==> src/rtl/mips32_pkg.sv <==
// Shared constants for the mips32 memory arbiter.
// MIPS32_ARB_DBG_PORT_EN adds the third (debug/loader) requester.
package mips32_pkg;

    localparam int REQ_IF   = 0;
    localparam int REQ_DATA = 1;
    localparam int REQ_DBG  = 2;

`ifdef MIPS32_ARB_DBG_PORT_EN
    localparam int NREQ = 3;
`else
    localparam int NREQ = 2;
`endif

    typedef logic [1:0] req_idx_t;

endpackage

==> src/rtl/mips32_arb_prio.sv <==
// Combinational grant picker: starved ports (lowest index first) beat base priority DATA > IF > DBG.
// The DBG leg exists only when MIPS32_ARB_DBG_PORT_EN is defined.
module mips32_arb_prio
    import mips32_pkg::*;
(
    input  logic [NREQ-1:0] req,
    input  logic [NREQ-1:0] starved,
    input  logic            mem_busy,
    output logic [NREQ-1:0] gnt,
    output req_idx_t        gnt_idx
);

    logic [NREQ-1:0] cand;

    always_comb begin
        cand    = req & starved;
        gnt     = '0;
        gnt_idx = req_idx_t'(REQ_IF);
        if (!mem_busy && (|req)) begin
            if (|cand) begin
                for (int i = NREQ - 1; i >= 0; i--) begin
                    if (cand[i]) gnt_idx = req_idx_t'(i);
                end
            end else if (req[REQ_DATA]) begin
                gnt_idx = req_idx_t'(REQ_DATA);
            end else if (req[REQ_IF]) begin
                gnt_idx = req_idx_t'(REQ_IF);
`ifdef MIPS32_ARB_DBG_PORT_EN
            end else begin
                gnt_idx = req_idx_t'(REQ_DBG);
`endif
            end
            for (int i = 0; i < NREQ; i++) begin
                gnt[i] = (gnt_idx == req_idx_t'(i));
            end
        end
    end

endmodule

==> src/rtl/mips32_mem_arbiter.sv <==
// Single-port memory arbiter for IF/DATA (and DBG when MIPS32_ARB_DBG_PORT_EN is defined).
// Grant in cycle N, registered memory command in N+1, read return in N+2.
module mips32_mem_arbiter
    import mips32_pkg::*;
#(
    parameter int AW           = 10,
    parameter int DW           = 32,
    parameter int STARVE_LIMIT = 4
) (
    input  logic                    clk1,
    input  logic                    rst,
    input  logic [NREQ-1:0]         req,
    input  logic [NREQ-1:0]         we,
    input  logic [NREQ-1:0][AW-1:0] addr,
    input  logic [NREQ-1:0][DW-1:0] wdata,
    output logic [NREQ-1:0]         gnt,
    output logic [NREQ-1:0]         rvalid,
    output logic [DW-1:0]           rdata,
    input  logic                    mem_busy,
    output logic                    mem_en,
    output logic                    mem_we,
    output logic [AW-1:0]           mem_addr,
    output logic [DW-1:0]           mem_wdata,
    input  logic [DW-1:0]           mem_rdata
);

    localparam int               CNT_W = 4;
    localparam logic [CNT_W-1:0] LIMIT = CNT_W'(STARVE_LIMIT);

    logic [CNT_W-1:0] wait_q [NREQ];
    logic [CNT_W-1:0] wait_d [NREQ];
    logic [NREQ-1:0]  starved;
    logic [NREQ-1:0]  we_eff;
    logic             busy_eff;
    logic             gnt_any;
    req_idx_t         gnt_idx;

    logic             mem_en_q, mem_en_d;
    logic             mem_we_q, mem_we_d;
    logic [AW-1:0]    mem_addr_q, mem_addr_d;
    logic [DW-1:0]    mem_wdata_q, mem_wdata_d;

    logic             rd_vld_p0_q, rd_vld_p0_d;
    req_idx_t         rd_idx_p0_q, rd_idx_p0_d;
    logic             rd_vld_p1_q;
    req_idx_t         rd_idx_p1_q;

    // Reset masks grants so nothing is issued while it is held.
    assign busy_eff = mem_busy | rst;

    mips32_arb_prio u_prio (
        .req     (req),
        .starved (starved),
        .mem_busy(busy_eff),
        .gnt     (gnt),
        .gnt_idx (gnt_idx)
    );

    assign gnt_any = |gnt;

    always_comb begin
        we_eff         = we;
        we_eff[REQ_IF] = 1'b0;
        for (int i = 0; i < NREQ; i++) begin
            starved[i] = (wait_q[i] == LIMIT);
            if (!req[i] || gnt[i]) begin
                wait_d[i] = '0;
            end else if (!mem_busy && !starved[i]) begin
                wait_d[i] = wait_q[i] + 1'b1;
            end else begin
                wait_d[i] = wait_q[i];
            end
        end
    end

    // One-hot mux keeps the address of non-requesting ports out of the command path.
    always_comb begin
        mem_en_d    = gnt_any;
        mem_we_d    = 1'b0;
        mem_addr_d  = mem_addr_q;
        mem_wdata_d = mem_wdata_q;
        for (int i = 0; i < NREQ; i++) begin
            if (gnt[i]) begin
                mem_we_d    = we_eff[i];
                mem_addr_d  = addr[i];
                mem_wdata_d = wdata[i];
            end
        end
        rd_vld_p0_d = gnt_any & ~mem_we_d;
        rd_idx_p0_d = gnt_idx;
    end

    always_ff @(posedge clk1) begin
        if (rst) begin
            for (int i = 0; i < NREQ; i++) wait_q[i] <= '0;
            mem_en_q    <= 1'b0;
            mem_we_q    <= 1'b0;
            mem_addr_q  <= '0;
            mem_wdata_q <= '0;
            rd_vld_p0_q <= 1'b0;
            rd_idx_p0_q <= '0;
            rd_vld_p1_q <= 1'b0;
            rd_idx_p1_q <= '0;
        end else begin
            for (int i = 0; i < NREQ; i++) wait_q[i] <= wait_d[i];
            // Command stage (aligned with mem_en)
            mem_en_q    <= mem_en_d;
            mem_we_q    <= mem_we_d;
            mem_addr_q  <= mem_addr_d;
            mem_wdata_q <= mem_wdata_d;
            rd_vld_p0_q <= rd_vld_p0_d;
            rd_idx_p0_q <= rd_idx_p0_d;
            // Return stage (aligned with mem_rdata)
            rd_vld_p1_q <= rd_vld_p0_q;
            rd_idx_p1_q <= rd_idx_p0_q;
        end
    end

    always_comb begin
        for (int i = 0; i < NREQ; i++) begin
            rvalid[i] = rd_vld_p1_q && (rd_idx_p1_q == req_idx_t'(i));
        end
    end

    assign rdata     = mem_rdata;
    assign mem_en    = mem_en_q;
    assign mem_we    = mem_we_q;
    assign mem_addr  = mem_addr_q;
    assign mem_wdata = mem_wdata_q;

endmodule
==> config.mk <==
export PLATFORM = sky130hd
export DESIGN_NAME = mips32_mem_arbiter
export DESIGN_NICKNAME = d
export VERILOG_FILES = /design/src/rtl/mips32_pkg.sv /design/src/rtl/mips32_arb_prio.sv /design/src/rtl/mips32_mem_arbiter.sv
export SDC_FILE = /design/constraint.sdc
export NUM_CORES = 1
export LEC_CHECK = 0
export CORE_ASPECT_RATIO = 0.7
export CORE_MARGIN = 2
export CORE_UTILIZATION = 38
export CTS_BUF_LIST = sky130_fd_sc_hd__clkbuf_8
export CTS_CLUSTER_SIZE = 40
export DETAILED_ROUTE_END_ITERATION = 10
export PLACE_DENSITY = 0.89
export SLEW_MARGIN = 10
export SYNTH_ARGS = -nofsm -noshare
export SYNTH_HDL_FRONTEND = slang
export SYNTH_SLANG_ARGS = --single-unit
==> constraint.sdc <==
create_clock -name clk1 -period 3 [get_ports clk1]
set_input_delay 0.6 -clock clk1 [delete_from_list [all_inputs] [get_ports clk1]]
set_output_delay 0.6 -clock clk1 [all_outputs]
set_load 0.02 [all_outputs]
==> flow_metrics.tcl, run 1 <==
set metrics [dict create \
    port_buffers 137 \
    hold_viol 0 \
    finalMaxSlewViolations 0 \
    synth_edf_count 0 \
    synth-async-reset-ratio_pct 0 \
    final_nets 537 \
    path_clk_slew_ps 90 \
    wl_um 7908 \
    skew_ps 4.533 \
    cts-root-buf "clkbuf_8" \
    fp.dieH_um 74.27 \
    gp_congestion 0.7677 \
    syn_nets 450 \
    layout_common_cells "clkdlybuf4s50_1 (135), dfxtp_1 (52), nor2_1 (44)" \
    setup_violations 0 \
    ant_nets 0 \
    worst_slew_margin_rel_pct 66.10 \
    pin_count 203 \
    regArea_sq_mm 0.001041 \
    core_region_area_sq_mm 0.006788 \
    clkLatencyLatePin_ps 290 \
    rsz0062_at_grt "no" \
    htree_levels 2 \
    syn-cell-area_sq_mm 0.002680 \
    dp_hpwl_um 5474 \
    period_needed_ps 2966 \
    holdCritPathClass "reg2reg" \
    period_share_pct 98.88 \
    ir_worst_vdd_v 0.0001973 \
    dp_cells 499 \
    synthCells 325 \
    viasPerCell 5.430 \
    grt_pass1_vias 2604 \
    p_total_w 0.001589 \
    multi_input_area_sq_mm 0.001201 \
    numCtsBuffers 5 \
    cp_slowest_stage_delay_ps 680 \
    holdWs_ps 442.6 \
    arrival_ps 2370 \
    nFillCells 614 \
    synthFlopType "dfxtp_1" \
    maxCapViolCount 0 \
    grt_pass1_wl_um 12390 \
    syn_to_final_growth_pct 45.47 \
    layout_commonest_cell "clkdlybuf4s50_1" \
    cp.required_ps 2400 \
    firstDrtPassIters 4 \
    cp_max_fo 5 \
    routedWlPerCell_um 15.60 \
    outcome "completed" \
    path_cells "clkdlybuf4s50_1 -> and4b_1 -> nor2_1 -> nor3_1 -> clkdlybuf4s50_1" \
    path_class "in2out" \
    dieWidth_um 104.4 \
    start_util_pct 39.48 \
    antennaDiodeCount 0 \
    leakagePower_nw 1.391 \
    drt_first_iter_violations 152 \
    cts_sinks 52 \
    grt.total_usage_pct 19.65 \
    cts_resized 0 \
    grt_max_degree 47 \
    drive_above_1_share_pct 4.600 \
    power.density_mw_per_mm2 407.6 \
    ys_ff_latch 52 \
    vias 2753 \
    ctsHoldBuffers 0 \
    drc 0 \
    post_cts_buffers 0 \
    yosys_warnings 0 \
    clockBufferDepth 2 \
    antenna_found_initial 0 \
    final_cells 507 \
    start_kind "primary input" \
    ys_types 33 \
    row_count 25 \
    cts_tree "done" \
    end_kind "primary output" \
    yosysSeqAreaShare_pct 38.84 \
    slowest_stage "clkdlybuf4s50_1" \
    grt_overflow 0 \
    avgSynthCellArea_sq_um 8.246 \
    final.setup.tns_ps 0 \
    crit_top_cell "clkdlybuf4s50_1" \
    fmax_mhz 337.1 \
    tightestPinTransition_ps 508.5 \
    dieArea_sq_mm 0.007751 \
]
==> critical path: cells and delay by family <==
family	cells	cell delay, ps
buffers and inverters	2	1260
and+or+nand+nor	3	500
==> logic make-up (layout without fill, tap and decap cells) <==
logic type	count (synthesis)	count (layout)	synth area share, %
AND/OR/NAND/NOR	109	109	19.37
flip-flops	52	52	38.84
adder cells (fa/ha/maj)	2	2	0.9336
AO/OA/AOI/OAI	93	93	24.51
buffers and inverters	69	157	16.34
==> cells in the mapped netlist (all sizes together), types with 3 or more instances <==
master | instances | area, sq um
nand3 | 42 | 210.2
o21ai | 42 | 210.2
clkbuf | 11 | 41.29
dfxtp | 52 | 1041
buf | 54 | 381.6
nand2 | 4 | 15.01
nor2b | 3 | 18.77
a311oi | 42 | 367.9
inv | 4 | 15.01
nor3 | 3 | 15.01
nand2b | 3 | 18.77
nor2 | 44 | 165.2
==> metrics by stage <==
| step | area (sq um) | utilization, % | worst slack, ps |
|---|---|---|---|
| global route | 3899 | 57.44 | 9.580 |
| floorplan | 2680 | - | 919.2 |
| finish | 3899 | 57.44 | 33.70 |
| detailed placement | 3809 | 56.11 | 56.88 |
| global placement | 3809 | 56.11 | 180.8 |
| CTS | 3899 | 57.44 | 57.02 |
==> state kept, by name, summed over array words and instances (netlist names) <==
| name | cells |
|---|---|
| rd_idx_p1_q | 1 |
| mem_wdata | 32 |
| rd_vld_p1_q | 1 |
| rd_vld_p0_q | 1 |
| wait_q | 4 |
| rd_idx_p0_q | 1 |
| mem_en | 1 |
| mem_we | 1 |
| mem_addr | 10 |
==> worst paths after layout <==
path | slack [ps] | endpoint | start | depth (start not counted)
max | 30 | gnt[0] | req[0] | 5
min | 440 | rd_vld_p1_q$_SDFF_PP0_ | rd_vld_p0_q$_SDFF_PP0_ | 1
max reg2reg | 1100 | mem_addr[3]$_SDFFE_PP0P_ | wait_q[0][0]$_SDFFE_PP0P_ | 6
min reg2reg | 440 | rd_vld_p1_q$_SDFF_PP0_ | rd_vld_p0_q$_SDFF_PP0_ | 1
==> metal layers <==
metal	share of wire (%)	vias up	GRT usage [%]	wire, um
met5	0	-	0	0
met1	43	1282	23.79	3387
met3	10	12	7.888	795
met4	1.3	0	5.706	104
met2	46	135	32.90	3621
li1	-	1324	-	-
==> area by class of cell <==
type | instances | area share, %
clock buffer | 6 | 2.118
clock inverter | 2 | 0.1926
inverter | 4 | 0.3851
multi-input combinational | 204 | 30.81
sequential | 52 | 26.70
tap | 94 | 3.017
timing repair buffer | 145 | 36.78
==> report_power, final <==
part           total [W]  switching [W]  leakage, nW  internal [W]
registers       0.000761      0.0000236        0.430      0.000738
clock network   0.000402       0.000220       0.0538      0.000182
logic           0.000426       0.000191        0.908      0.000235
total            0.00159       0.000435         1.39       0.00115
(Power assumes the default switching activity.)
==> inputs of run 2 (changes only) <==
--- a/config.mk
+++ b/config.mk
@@ -11,6 +11,7 @@
 export CTS_BUF_LIST = sky130_fd_sc_hd__clkbuf_8
 export CTS_CLUSTER_SIZE = 40
 export DETAILED_ROUTE_END_ITERATION = 10
+export GPL_ROUTABILITY_DRIVEN = 0
 export PLACE_DENSITY = 0.89
 export SLEW_MARGIN = 10
 export SYNTH_ARGS = -nofsm -noshare
==> results of run 2 <==
No change in the layout: final DEF, timing and power equal those of run 1.
==> inputs of run 3 (changes only) <==
--- a/config.mk
+++ b/config.mk
@@ -5,6 +5,7 @@
 export SDC_FILE = /design/constraint.sdc
 export NUM_CORES = 1
 export LEC_CHECK = 0
+export CAP_MARGIN = 10
 export CORE_ASPECT_RATIO = 0.7
 export CORE_MARGIN = 2
 export CORE_UTILIZATION = 38
@@ -12,6 +13,7 @@
 export CTS_CLUSTER_SIZE = 40
 export DETAILED_ROUTE_END_ITERATION = 10
 export GPL_ROUTABILITY_DRIVEN = 0
+export GPL_TIMING_DRIVEN = 1
 export PLACE_DENSITY = 0.89
 export SLEW_MARGIN = 10
 export SYNTH_ARGS = -nofsm -noshare
==> results of run 3 <==
No change in the layout: final DEF, timing and power equal those of run 1.
